--- src/rtl/gj_axis_uart_tx_fifo.sv ---
// rtl/gj_axis_uart_tx_fifo.sv - AXI-Stream UART transmitter with character FIFO
// Per-character framing (data bits, parity, stop bits, idle gap) is latched when the character leaves the FIFO.
module gj_axis_uart_tx_fifo #(
  parameter int DATA_W     = 8,
  parameter int FIFO_DEPTH = 16,
  parameter int DIV_W      = 16
) (
  input  logic                              clk,
  input  logic                              rst,
  input  logic [DIV_W-1:0]                  cfg_div,
  input  logic [3:0]                        cfg_dbits,
  input  logic [1:0]                        cfg_parity,
  input  logic                              cfg_stop2,
  input  logic [15:0]                       cfg_gap,
  input  logic                              tx_tvalid,
  output logic                              tx_tready,
  input  logic [DATA_W-1:0]                 tx_tdata,
  input  logic                              tx_tlast,
  output logic                              tx,
  output logic                              busy,
  output logic [$clog2(FIFO_DEPTH+1)-1:0]   fifo_level
);

  localparam int AW = (FIFO_DEPTH > 1) ? $clog2(FIFO_DEPTH) : 1;
  localparam int LW = $clog2(FIFO_DEPTH + 1);
  localparam logic [LW-1:0] FULL = LW'(FIFO_DEPTH);
  localparam logic [3:0] DMAX = 4'(DATA_W);

  typedef enum logic [2:0] {IDLE, START, DATA, PARITY, STOP, GAP} state_t;

  state_t            state;
  logic [DATA_W:0]   mem [FIFO_DEPTH];
  logic [AW-1:0]     wr_ptr, rd_ptr;
  logic              ready_en;
  logic              push, pop;
  logic [DATA_W-1:0] head_data, masked;
  logic              head_last, par_calc;
  logic [3:0]        dbits_c;

  logic [DIV_W-1:0]  baud_cnt, l_div;
  logic [15:0]       bit_cnt, l_gap;
  logic [DATA_W-1:0] shreg;
  logic [3:0]        l_dbits;
  logic [1:0]        l_par;
  logic              l_stop2, lat_last, par_bit;
  logic              bit_end, stop_done, gap_go, gap_done, char_done;

  assign tx_tready = ready_en && (fifo_level != FULL);
  assign push      = tx_tvalid && tx_tready;
  assign busy      = (fifo_level != '0) || (state != IDLE);
  assign head_data = mem[rd_ptr][DATA_W-1:0];
  assign head_last = mem[rd_ptr][DATA_W];

  always_ff @(posedge clk) begin
    if (push) mem[wr_ptr] <= {tx_tlast, tx_tdata};
  end

  always_ff @(posedge clk or negedge rst) begin
    if (!rst) begin
      wr_ptr     <= '0;
      rd_ptr     <= '0;
      fifo_level <= '0;
      ready_en   <= 1'b0;
    end else begin
      ready_en <= 1'b1;
      if (push) wr_ptr <= wr_ptr + AW'(1);
      if (pop)  rd_ptr <= rd_ptr + AW'(1);
      case ({push, pop})
        2'b10:   fifo_level <= fifo_level + LW'(1);
        2'b01:   fifo_level <= fifo_level - LW'(1);
        default: fifo_level <= fifo_level;
      endcase
    end
  end

  // Clamp the data-bit count and precompute parity of the head character
  always_comb begin
    dbits_c = cfg_dbits;
    if (cfg_dbits < 4'd5)     dbits_c = 4'd5;
    else if (cfg_dbits > DMAX) dbits_c = DMAX;
    masked = '0;
    for (int i = 0; i < DATA_W; i++) masked[i] = head_data[i] && (i < int'(dbits_c));
    case (cfg_parity)
      2'b01:   par_calc = ~^masked;
      2'b10:   par_calc = ^masked;
      default: par_calc = 1'b1;
    endcase
  end

  assign bit_end   = (baud_cnt == l_div);
  assign stop_done = (state == STOP) && bit_end && (!l_stop2 || (bit_cnt != 16'd0));
  assign gap_go    = lat_last && (l_gap != 16'd0);
  assign gap_done  = (state == GAP) && bit_end && (bit_cnt == l_gap - 16'd1);
  assign char_done = (stop_done && !gap_go) || gap_done;
  assign pop       = (fifo_level != '0) && ((state == IDLE) || char_done);

  // tx is registered from the current state, so the line trails the FSM by one clock
  always_ff @(posedge clk or negedge rst) begin
    if (!rst) begin
      state    <= IDLE;
      tx       <= 1'b1;
      baud_cnt <= '0;
      bit_cnt  <= '0;
      shreg    <= '0;
      l_div    <= '0;
      l_dbits  <= 4'd5;
      l_par    <= 2'b00;
      l_stop2  <= 1'b0;
      l_gap    <= '0;
      lat_last <= 1'b0;
      par_bit  <= 1'b0;
    end else begin
      case (state)
        START:   tx <= 1'b0;
        DATA:    tx <= shreg[0];
        PARITY:  tx <= par_bit;
        default: tx <= 1'b1;
      endcase
      baud_cnt <= ((state == IDLE) || bit_end) ? '0 : baud_cnt + DIV_W'(1);
      if (pop) begin
        state    <= START;
        bit_cnt  <= '0;
        shreg    <= head_data;
        lat_last <= head_last;
        par_bit  <= par_calc;
        l_div    <= cfg_div;
        l_dbits  <= dbits_c;
        l_par    <= cfg_parity;
        l_stop2  <= cfg_stop2;
        l_gap    <= cfg_gap;
      end else begin
        case (state)
          START: if (bit_end) begin
            state   <= DATA;
            bit_cnt <= '0;
          end
          DATA: if (bit_end) begin
            shreg <= shreg >> 1;
            if (bit_cnt == {12'd0, l_dbits} - 16'd1) begin
              bit_cnt <= '0;
              state   <= (l_par != 2'b00) ? PARITY : STOP;
            end else begin
              bit_cnt <= bit_cnt + 16'd1;
            end
          end
          PARITY: if (bit_end) begin
            state   <= STOP;
            bit_cnt <= '0;
          end
          STOP: if (bit_end) begin
            if (!stop_done) begin
              bit_cnt <= bit_cnt + 16'd1;
            end else if (gap_go) begin
              state   <= GAP;
              bit_cnt <= '0;
            end else begin
              state <= IDLE;
            end
          end
          GAP: if (bit_end) begin
            if (gap_done) state <= IDLE;
            else          bit_cnt <= bit_cnt + 16'd1;
          end
          default: ;
        endcase
      end
    end
  end

endmodule

--- config.mk ---
export PLATFORM = sky130hd
export DESIGN_NAME = gj_axis_uart_tx_fifo
export DESIGN_NICKNAME = d
export VERILOG_FILES = /design/src/rtl/gj_axis_uart_tx_fifo.sv
export SDC_FILE = /design/constraint.sdc
export NUM_CORES = 1
export LEC_CHECK = 0
export CORE_MARGIN = 5
export CORE_UTILIZATION = 31
export DETAILED_ROUTE_END_ITERATION = 8
export HOLD_SLACK_MARGIN = 0.12
export SYNTH_ARGS = -nofsm -noshare
export SYNTH_HDL_FRONTEND = slang
export SYNTH_SLANG_ARGS = --single-unit
--- constraint.sdc ---
create_clock -name clk -period 7.4 [get_ports clk]
set_input_delay 2.22 -clock clk [delete_from_list [all_inputs] [get_ports clk]]
set_output_delay 2.22 -clock clk [all_outputs]
set_load 0.005 [all_outputs]
== Word-level counts from Yosys, hierarchy flattened ==
Memories as Yosys holds them, arrays and structs flattened.
Index checks and enable logic that the tools add are counted.
Word-level totals
  RAM bits: 144
  bits in registers: 99
  latch bits: 0
  memories: 1
  memory bits (read-only): 0
  output and inout port bits: 8
Memory list
  mem: depth 16, width 9, read ports 1, clocked after memory_dff 0, write ports 1, line 32  | logic [DATA_W:0] mem [FIFO_DEPTH];
Operators by class
  add/sub/neg operators: 8
  div/mod/pow operators: 0
  reduce and logical (&&, ||, !) cells: 41
  bitwise logic cells: 0
  $lt $le $gt $ge: 10
  shift-type cells: 0
  equality and inequality tests: 24
  multiply operators: 0
  multiplexer cells: 33
Operators by type and width (number)
  two-way mux 16 bit: 10
  case mux 16 bit (4 select lines): 1
  equality test 16 bit: 3
  two-way mux 3 bit: 11
  adder 16 x 1 -> 16 bit (second input constant): 2
  nonzero test 16 bit: 2
  inequality test 3 bit (second input constant): 9
  two-way mux 8 bit: 3
  logical AND 1 bit: 17
  < comparator 3 x 4 -> 1 bit (first input constant): 4
  subtractor 16 x 1 -> 16 bit (second input constant): 1
  case mux 3 bit (5 select lines): 1
  case mux 5 bit (2 select lines): 1
  nonzero test 5 bit: 2
  AND reduction 9 bit: 1
  adder 4 x 1 -> 4 bit (second input constant): 2
  < comparator 1 x 4 -> 1 bit (first input constant): 2
  < comparator 2 x 4 -> 1 bit (first input constant): 2
  two-way mux 4 bit: 2
  nonzero test 2 bit: 4
  XNOR reduction 8 bit: 1
  parity 8 bit: 1
  AND reduction 7 bit: 1
  equality test 3 x 2 -> 1 bit (second input constant): 2
  other kinds (22): 31

== Depth between registers and ports, before layout ==
Gate-level depths: netlist of the first run.
  depth after elaboration: 9
  gate-level depth with buffers: 20

== Least setup slack after synthesis of the first run ==
OpenSTA, ideal clock, no wires.
  path type: register -> register
  start: register l_gap[9]
  end: register fifo_level[4]
  path slack: 2928 ps
  setup time: 126 ps
  clock period less this slack: 4472 ps
  buffers on the path: 4
  arrival time: 4347 ps
  cell stages (with the launch flop): 20
  cells stage by stage: dfrtp_1 > buf_2 > or4_4 > or3_1 > a2111o_1 > a2111oi_2 > nand4b_2 > a21oi_4 > buf_6 > buf_6 > ha_1 > clkbuf_1 > xor2_1 > ha_1 > o21ai_0 > a21oi_1 > a21oi_1 > xor2_1 > nor2_1 > xor2_1
On the way
  cells in the longest elaborated chain, start to end: 9
  elaborated cells between the ends (all ways): 14
  those cells by class: add/sub: 1; eq/ne: 3; mux: 1; reduce/logical: 9
RTL lines
  start, declared: line 41  | logic [15:0] bit_cnt, l_gap;
  start signal, assigned: line 130  | l_gap <= cfg_gap;
  parallel branches: the longest is 4 deep, another holds subtractor 16 x 1 -> 16 bit
  logical OR 1 bit *: line 94  | assign char_done = (stop_done && !gap_go) || gap_done;
  logical OR 1 bit *: line 95  | assign pop = (fifo_level != '0) && ((state == IDLE) || char_done);
  logical AND 1 bit *: line 95
  equality test 2 x 1 -> 1 bit / equality test 2 bit (equally long branches): line 68  | case ({push, pop})
  case mux 5 bit (2 select lines) / nonzero test 2 bit (equally long branches)
  end signal, assigned: line 69  | 2'b10: fifo_level <= fifo_level + LW'(1);
  end signal, assigned: line 70  | 2'b01: fifo_level <= fifo_level - LW'(1);
  end signal, assigned: line 71  | default: fifo_level <= fifo_level;
  end, declared: line 21  | output logic [$clog2(FIFO_DEPTH+1)-1:0] fifo_level
Mark *: on every way between the ends.
A chain may end at the register's enable or synchronous reset.

== Worst setup path in the final report of the first run ==
Ends and elaborated chain as after synthesis.

==> results of run 1 <==
==> through the flow <==
step	utilization [%]	instances	hold slack [ns]	area, µm²
3_3_place_gp	34.1	1367	0.471	12500
4_1_cts	36.6	1415	0.497	13400
5_1_grt	36.6	1415	0.507	13400
3_5_place_dp	34.1	1367	0.483	12500
6_report	36.6	1415	0.489	13400
2_1_floorplan	-	885	0.453	11600
==> worst paths after layout <==
check                                          start                        end  slack, ns  cells after the start
worst max-delay path            l_gap[9]$_DFFE_PN0N_  fifo_level[4]$_DFFE_PN0P_       2.74                     14
worst min-delay path            l_par[1]$_DFFE_PN0N_       l_par[1]$_DFFE_PN0N_       0.49                      1
worst max register to register  l_gap[9]$_DFFE_PN0N_  fifo_level[4]$_DFFE_PN0P_       2.74                     14
worst min register to register  l_par[1]$_DFFE_PN0N_       l_par[1]$_DFFE_PN0N_       0.49                      1
max in group asynchronous                        rst      rd_ptr[0]$_DFFE_PN0N_       4.53                      2
min in group asynchronous                        rst       l_gap[8]$_DFFE_PN0N_       1.66                      1
==> placed cells by master, fill, tap and decap left out, drive strengths merged, types with 4 or more instances in the layout <==
| cell | instances |
|---|---|
| a22oi | 19 |
| nor4 | 8 |
| nor3b | 4 |
| o21ai | 61 |
| nand2 | 58 |
| buf | 8 |
| edfxtp | 144 |
| clkinv | 12 |
| and3 | 13 |
| nand4 | 13 |
| xnor2 | 44 |
| nand2b | 10 |
| ha | 19 |
| clkdlybuf4s50 | 57 |
| nor2b | 10 |
| nor2 | 37 |
| a21oi | 23 |
| xor2 | 24 |
| mux2i | 42 |
| o31ai | 6 |
| bufinv | 5 |
| inv | 25 |
| mux2 | 39 |
| or3 | 7 |
| a221oi | 14 |
| and2 | 20 |
| nand3 | 14 |
| clkbuf | 32 |
| dfrtp | 96 |
| nor3 | 11 |
| or4 | 5 |
| mux4 | 21 |
==> power groups by stage <==
stage	clock network (µW)	logic, µW	registers (µW)
2_1_floorplan	0	232	1620
6_report	1390	362	1620
3_5_place_dp	0	367	1650
3_3_place_gp	0	359	1650
5_1_grt	1480	401	1630
4_1_cts	1430	370	1620
==> routing by layer <==
layer	global-route usage [%]	up-vias	part of all wire [%]
met5	0	-	0
met4	2.36	0	1.7
met3	1.96	25	4.3
met2	19.1	146	47
met1	16.1	3497	47
li1	-	3368	-
==> flip-flops by register name (all words and copies together), names as in the netlist <==
register and count:
par_bit 1, fifo_level 5, tx 1, baud_cnt 16, bit_cnt 16, l_stop2 1
l_div 16, l_gap 16, shreg 8, wr_ptr 4, state 3, lat_last 1
rd_ptr 4, l_par 2, l_dbits 4, mem 144, ready_en 1
==> kinds of logic after synthesis <==
| group | count (synthesis) | share of synthesized area [%] |
|---|---|---|
| compound gates | 152 | 8.51 |
| xor+xnor | 71 | 5.80 |
| fa+ha+maj | 19 | 2.06 |
| buf+inv | 77 | 3.17 |
| flops | 243 | 58.9 |
| mux | 102 | 11.5 |
| other cells | 1 | 0.0325 |
| simple gates | 220 | 9.98 |
==> layout make-up <==
cell class                      count  area (µm²)
Clock buffer                       32         703
Clock inverter                     16         230
Fill cell                        3481       23300
Inverter                           26        97.6
Multi-Input combinational cell    565        4380
Sequential cell                   243        6810
Tap cell                          468         586
Timing Repair Buffer               65         631
==> run_results.csv, run 1 <==
group,metric,value,unit
die,floorplan.initialDensity,31.5,%
finish,antenna_cells_inserted,0,
power_and_ir_drop,switching_power,804,µW
timing,finalHoldViolations,0,
cts,clock_path_buffers,3,
placement,place_hpwl,16300,µm
synthesis,yosys_warnings,0,
cts,post_cts_buffers,0,
setup_path,cp_cell_sequence,"or4_4, or3_1, a2111o_1, a2111oi_2, nand4b_2, a21oi_4, buf_4, ha_1, a21oi_1, a21oi_1, a21oi_1, xor2_1, nor2_1, xor2_1",
setup_path,worst_setup_path_start_kind,"flip-flop",
die,fp.dieArea,41200,µm²
power_and_ir_drop,p_int,2570,µW
timing,setup_ws,2.74,ns
synthesis,avgSynthCellArea,13.1,µm²
setup_path,cp_top_family,"compound AO/OA/AOI/OAI gates",
synthesis,yosysMostFrequentCell,"edfxtp_1",
route,drtAntennaViolNets,0,
timing,setup_violations,0,
die,fp-row-count,70,
synthesis,synth_common_cells,"144 x edfxtp_1, 96 x dfrtp_1, 58 x nand2_1",
route,drt_iter0_markers,553,
synthesis,synth.distinct_cells,67,
synthesis,ys_seq_elements,243,
cts,worstSkewPairLatency,0.54,ns
cts,cts.clk_slew.worst_paths,0.06,ns
timing,worstMarginPinSlew,1.05,ns
flow_run,maxCapViolCount,0,
power_and_ir_drop,power_frac_seq,48.0,%
global_route,grt_pass1_wl,38900,µm
synthesis,synthesis.area,11600,µm²
timing,period_share,63.0,%
route,wl,24400,µm
cts,cts_sinks,243,
timing,rsz0062_at_grt,"false",
global_route,antenna_found_initial,0,
power_and_ir_drop,netSwitchingFraction,23.8,%
hold_path,hp-class,"reg -> reg",
finish,syn2layout_area_growth,16.3,%
timing,drv_slew,0,
timing,skew,0.0237,ns
global_route,overflow,0,
synthesis,synth_nets,955,
synthesis,synth_top_area_share,37.4,%
setup_path,critPathMaxStageDelay,0.78,ns
global_route,grt_max_degree,89,
power_and_ir_drop,p_comb_share,10.7,%
synthesis,yosys-top-cells-area,"edfxtp_1 37%, dfrtp_1 21%, mux4_2 4.1%, mux2i_1 3.6%, mux2_2 3.4%",
synthesis,syn_inst,885,
global_route,grt_pass1_vias,7023,
setup_path,cp_slowest_cell,"buf_4",
timing,fmax,215,MHz
synthesis,ys_seq_area_share,58.9,%
power_and_ir_drop,power_density,251,nW/µm²
setup_path,critical_path_class,"reg -> reg",
cts,cts_buffers,26,
route,wl_per_cell,17.3,µm
timing,tns,0,ns
route,viasPerCell,4.97,
route,num_vias,7036,
cts,hold_buffers,0,
power_and_ir_drop,ir_drop,0.151,mV
synthesis,async_flop_share,40.7,%
setup_path,path_buf_inv,1,
setup_path,crit_top_cell,"a21oi_1",
cts,cts_root_buf,"clkbuf_16",
die,chipHeight,203,µm
power_and_ir_drop,p_clk_share,41.3,%
route,drc_errors,0,
die,die_w,203,µm
setup_path,cp.arrival,5.11,ns
outcome,status,"finished, final reports clean",
setup_path,cp_max_fo,88,
synthesis,synth-edff-count,144,
die,core-area,36700,µm²
setup_path,crit_path_end_kind,"flip-flop",
die,io_pins,59,
placement,port_buffers,58,
setup_path,critPathRequiredTime,7.85,ns
synthesis,netlist.top_cell.by_area,"edfxtp_1",
placement,gp_congestion,0.799,
placement,dp_slack,2.63,ns
finish,nNetsFinal,997,
global_route,globalRouteTotalUtil,11.5,%
finish,drive_above_1_share,12.7,%
cts,cts_max_level,1,
cts,cts_tree,"yes",
cts,ctsResizeCount,0,
power_and_ir_drop,totalPowerFinal,3380,µW
timing,slew_headroom,29.2,%
timing,period_needed,4.66,ns
route,drt_pass1_iterations,5,
synthesis,synthFlopType,"edfxtp_1",
power_and_ir_drop,p_leak,0.00510,µW
(Power assumes the default switching activity.)
==> run 2: changes to the inputs <==
==> constraint.sdc (replaced) <==
create_clock -name clk -period 4.79 [get_ports clk]
set_input_delay 1.437 -clock clk [delete_from_list [all_inputs] [get_ports clk]]
set_output_delay 1.437 -clock clk [all_outputs]
set_load 0.005 [all_outputs]
==> run_results.csv, run 2 (synthesis gave the netlist of run 1 again) <==
group,metric,value,unit
setup_path,cp_slowest_cell,"or4_4",
setup_path,r2r_slack,0.42,ns
die,fp-row-count,70,
cts,post_cts_buffers,0,
cts,hold_buffers,0,
timing,slew_headroom,34.4,%
cts,ctsResizeCount,0,
timing,period_needed,4.37,ns
finish,final_cell_mix,"144 x edfxtp_1, 95 x dfrtp_1, 58 x nand2_1",
setup_path,cp.arrival,4.78,ns
finish,fillers,3497,
global_route,grt_pass1_wl,39000,µm
global_route,grt_max_degree,88,
setup_path,path_buf_inv,0,
route,drt_pass1_iterations,4,
hold_path,hold_path_end,"l_par[1]$_DFFE_PN0N_",
global_route,globalRouteTotalUtil,11.6,%
setup_path,worst_setup_path_start_kind,"flip-flop",
finish,regMostFlops,"mem",
setup_path,reg2reg_depth,15,
cts,cts.clk_slew.worst_paths,0.06,ns
timing,drv_slew,0,
route,drc_errors,0,
flow_run,maxCapViolCount,0,
cts,worstSkewPairLatency,0.54,ns
die,die_w,203,µm
placement,dp_slack,0.414,ns
setup_path,cp_top_family,"compound AO/OA/AOI/OAI gates",
timing,setup_violations,0,
timing,worstMarginPinSlew,0.977,ns
finish,antenna_cells_inserted,0,
setup_path,cp_max_fo,9,
finish,nNetsFinal,1001,
setup_path,worstSetupStartpoint,"l_gap[9]$_DFFE_PN0N_",
setup_path,crit_path_end_kind,"flip-flop",
setup_path,critPathRequiredTime,5.20,ns
power_and_ir_drop,p_leak,0.00505,µW
setup_path,critPathMaxStageDelay,0.60,ns
timing,period_share,91.3,%
cts,cts_sinks,243,
power_and_ir_drop,totalPowerFinal,4910,µW
global_route,grt_pass1_vias,7171,
finish,syn2layout_area_growth,15.2,%
setup_path,reg2reg_to,"fifo_level[4]$_DFFE_PN0P_",
die,io_pins,59,
hold_path,hp-class,"reg -> reg",
cts,cts_buffers,25,
finish,final_common_cell,"edfxtp_1",
power_and_ir_drop,ir_drop,0.213,mV
die,floorplan.initialDensity,31.5,%
route,drt_iter0_markers,419,
cts,cts_root_buf,"clkbuf_16",
timing,rsz0062_at_grt,"false",
cts,clock_path_buffers,3,
route,viasPerCell,4.98,
finish,drive_above_1_share,12.4,%
power_and_ir_drop,power_density,369,nW/µm²
placement,gp_congestion,0.820,
timing,finalHoldViolations,0,
global_route,antenna_found_initial,0,
cts,cts_max_level,1,
timing,setup_ws,0.418,ns
die,chipHeight,203,µm
outcome,status,"finished, final reports clean",
setup_path,cp_cell_sequence,"or4_4, or3_1, a2111o_1, a2111oi_2, nand4b_2, a21oi_4, ha_1, xor2_1, ha_1, o21ai_0, a21oi_1, a21oi_1, xor2_1, nor2_1, xor2_1",
setup_path,crit_top_cell,"xor2_1",
die,fp.dieArea,41200,µm²
hold_path,hold_path_depth,1,
timing,tns,0,ns
global_route,overflow,0,
die,core-area,36700,µm²
setup_path,timing.rr.start,"l_gap[9]$_DFFE_PN0N_",
placement,port_buffers,58,
route,wl_per_cell,17.0,µm
setup_path,critical_path_class,"reg -> reg",
route,drtAntennaViolNets,0,
placement,place_hpwl,16100,µm
hold_path,hold_start,"l_par[1]$_DFFE_PN0N_",
timing,fmax,229,MHz
route,num_vias,7045,
cts,cts_tree,"yes",
finish,largest_reg_flops,144,
timing,skew,0.0124,ns
route,wl,24100,µm
[run 2: area by class of cell]
cell class | count | area [µm²] | area share [%]
Multi-Input combinational cell | 565 | 4380 | 32.9
Clock inverter | 10 | 86.3 | 0.648
Inverter | 26 | 97.6 | 0.733
Sequential cell | 243 | 6810 | 51.1
Timing Repair Buffer | 70 | 681 | 5.11
Tap cell | 468 | 586 | 4.40
Clock buffer | 33 | 676 | 5.07
[run 2: stage by stage]
step	area [µm²]	cells	utilization, %	hold slack [ns]
after detailed placement	12600	1372	34.2	0.483
after CTS	13300	1415	36.3	0.497
final	13300	1415	36.3	0.490
after global routing	13300	1415	36.3	0.517
after floorplan	11600	885	-	0.453
after global placement	12600	1372	34.2	0.463
[run 2: routing by layer]
layer | up-vias | wire, µm | track usage, %
met1 | 3487 | 11200 | 15.8
met5 | - | 0 | 0
li1 | 3381 | - | -
met2 | 137 | 11100 | 18.8
met3 | 40 | 1230 | 2.60
met4 | 0 | 528 | 3.06
[run 2: power by group]
group	switching [µW]	total, µW	internal [µW]
Combinational	273	555	282
Clock	800	1840	1050
Sequential	132	2510	2370
Total	1210	4910	3700
[run 2: worst max path at each step]
stage / endpoint / cells after the start
final: fifo_level[4]$_DFFE_PN0P_ / 15
after global routing: fifo_level[4]$_DFFE_PN0P_ / 15
after CTS: fifo_level[4]$_DFFE_PN0P_ / 15
after detailed placement: fifo_level[4]$_DFFE_PN0P_ / 15
after global placement: fifo_level[4]$_DFFE_PN0P_ / 15
after floorplan: fifo_level[4]$_DFFE_PN0P_ / 19
==> run 3: changes to the inputs <==
==> constraint.sdc (replaced) <==
create_clock -name clk -period 5.2 [get_ports clk]
set_input_delay 1.56 -clock clk [delete_from_list [all_inputs] [get_ports clk]]
set_output_delay 1.56 -clock clk [all_outputs]
set_load 0.005 [all_outputs]
==> run_results.csv, run 3 (synthesis gave the netlist of run 1 again) <==
group,metric,value,unit
power_and_ir_drop,power_density,346,nW/µm²
flow_run,maxCapViolCount,0,
route,drt_iter0_markers,559,
global_route,grt_max_degree,88,
cts,worstSkewPairLatency,0.54,ns
cts,cts_sinks,243,
global_route,grt_pass1_vias,7036,
finish,drive_above_1_share,12.4,%
setup_path,worst_setup_path_start_kind,"flip-flop",
timing,finalHoldViolations,0,
route,viasPerCell,4.92,
power_and_ir_drop,p_leak,0.00507,µW
finish,final_cell_mix,"144 x edfxtp_1, 95 x dfrtp_1, 58 x nand2_1",
setup_path,crit_path_end_kind,"flip-flop",
placement,place_hpwl,16100,µm
global_route,antenna_found_initial,0,
cts,cts_buffers,26,
die,fp.dieArea,41200,µm²
die,io_pins,59,
timing,rsz0062_at_grt,"false",
timing,drv_slew,0,
route,wl_per_cell,17.0,µm
cts,cts_max_level,1,
timing,period_needed,4.32,ns
cts,ctsResizeCount,0,
die,floorplan.initialDensity,31.5,%
global_route,grt_pass1_wl,38700,µm
route,wl,24100,µm
placement,gp_congestion,0.806,
timing,fmax,232,MHz
placement,port_buffers,58,
cts,hold_buffers,0,
timing,slew_headroom,33.6,%
finish,regMostFlops,"mem",
outcome,status,"finished, final reports clean",
die,chipHeight,203,µm
setup_path,cp.arrival,4.73,ns
setup_path,critical_path_class,"reg -> reg",
die,die_w,203,µm
timing,skew,0.0109,ns
setup_path,critPathRequiredTime,5.62,ns
die,core-area,36700,µm²
timing,tns,0,ns
placement,dpl_cell_area,12500,µm²
global_route,globalRouteTotalUtil,11.5,%
timing,setup_violations,0,
finish,nNetsFinal,998,
cts,clock_path_buffers,3,
hold_path,hp-class,"reg -> reg",
setup_path,cp_max_fo,9,
route,num_vias,6955,
finish,final_common_cell,"edfxtp_1",
cts,cts.clk_slew.worst_paths,0.06,ns
finish,largest_reg_flops,144,
cts,cts_root_buf,"clkbuf_16",
timing,period_share,83.0,%
route,drtAntennaViolNets,0,
die,fp-row-count,70,
global_route,overflow,0,
cts,post_cts_buffers,0,
route,drc_errors,0,
finish,syn2layout_area_growth,15.7,%
finish,design_area,13400,µm²
cts,cts_tree,"yes",
power_and_ir_drop,ir_drop,0.236,mV
route,drt_pass1_iterations,5,
finish,antenna_cells_inserted,0,
timing,worstMarginPinSlew,0.996,ns
## run 3: cell count changes in the layout (fill, tap and decap cells not counted), sizes merged
cell | before | now
buf | 13 | 9
bufinv | 1 | 2
clkinv | 10 | 13
inv | 25 | 24
## run 3: worst paths after layout
kind | from | depth (start not counted) | end | slack [ns]
max | l_gap[9]$_DFFE_PN0N_ | 15 | fifo_level[4]$_DFFE_PN0P_ | 0.88
min | l_par[1]$_DFFE_PN0N_ | 1 | l_par[1]$_DFFE_PN0N_ | 0.48
max reg2reg | l_gap[9]$_DFFE_PN0N_ | 15 | fifo_level[4]$_DFFE_PN0P_ | 0.88
min reg2reg | l_par[1]$_DFFE_PN0N_ | 1 | l_par[1]$_DFFE_PN0N_ | 0.48
max in group asynchronous | rst | 2 | l_div[5]$_DFFE_PN0N_ | 3.06
min in group asynchronous | rst | 1 | l_gap[12]$_DFFE_PN0N_ | 1.14
## run 3: critical path: stages (launching register included)
cell and delay, ns:
dfrtp_1 0.46, or4_4 0.58, or3_1 0.36, a2111o_1 0.42, a2111oi_2 0.38, nand4b_2 0.26
a21oi_4 0.24, ha_1 0.34, xor2_1 0.12, ha_1 0.23, o21ai_0 0.16, a21oi_1 0.08
a21oi_1 0.19, xor2_1 0.16, nor2_1 0.06, xor2_1 0.14
## run 3: metal layers
layer | vias up | share of wire [%] | global-route usage (%)
li1 | 3372 | - | -
met1 | 3422 | 47 | 16.1
met2 | 127 | 47 | 18.8
met3 | 34 | 3.7 | 1.80
met4 | 0 | 2.1 | 2.75
met5 | - | 0 | 0
## run 3: stage by stage
| stage | power, µW | hold slack (ns) | std cells | setup slack, ns | util (%) |
|---|---|---|---|---|---|
| 3_3_place_gp | 2850 | 0.466 | 1368 | 0.944 | 34.1 |
| 4_1_cts | 4680 | 0.483 | 1414 | 0.853 | 36.4 |
| 2_1_floorplan | 2630 | 0.453 | 885 | 0.728 | - |
| 3_5_place_dp | 2870 | 0.469 | 1368 | 0.855 | 34.1 |
| 5_1_grt | 4830 | 0.534 | 1414 | 0.553 | 36.4 |
| 6_report | 4620 | 0.480 | 1414 | 0.885 | 36.4 |
## run 3: cell type report
cell class	count	area, µm²
multi-input combinational	565	4380
fill	3507	23300
tap	468	586
timing repair buffer	66	651
clock inverter	13	139
clock buffer	33	707
sequential	243	6810
inverter	26	97.6
## run 3: report_power, final
group | internal, µW | switching [µW] | total, µW
Combinational | 259 | 251 | 510
Clock | 1060 | 741 | 1800
Sequential | 2190 | 122 | 2310
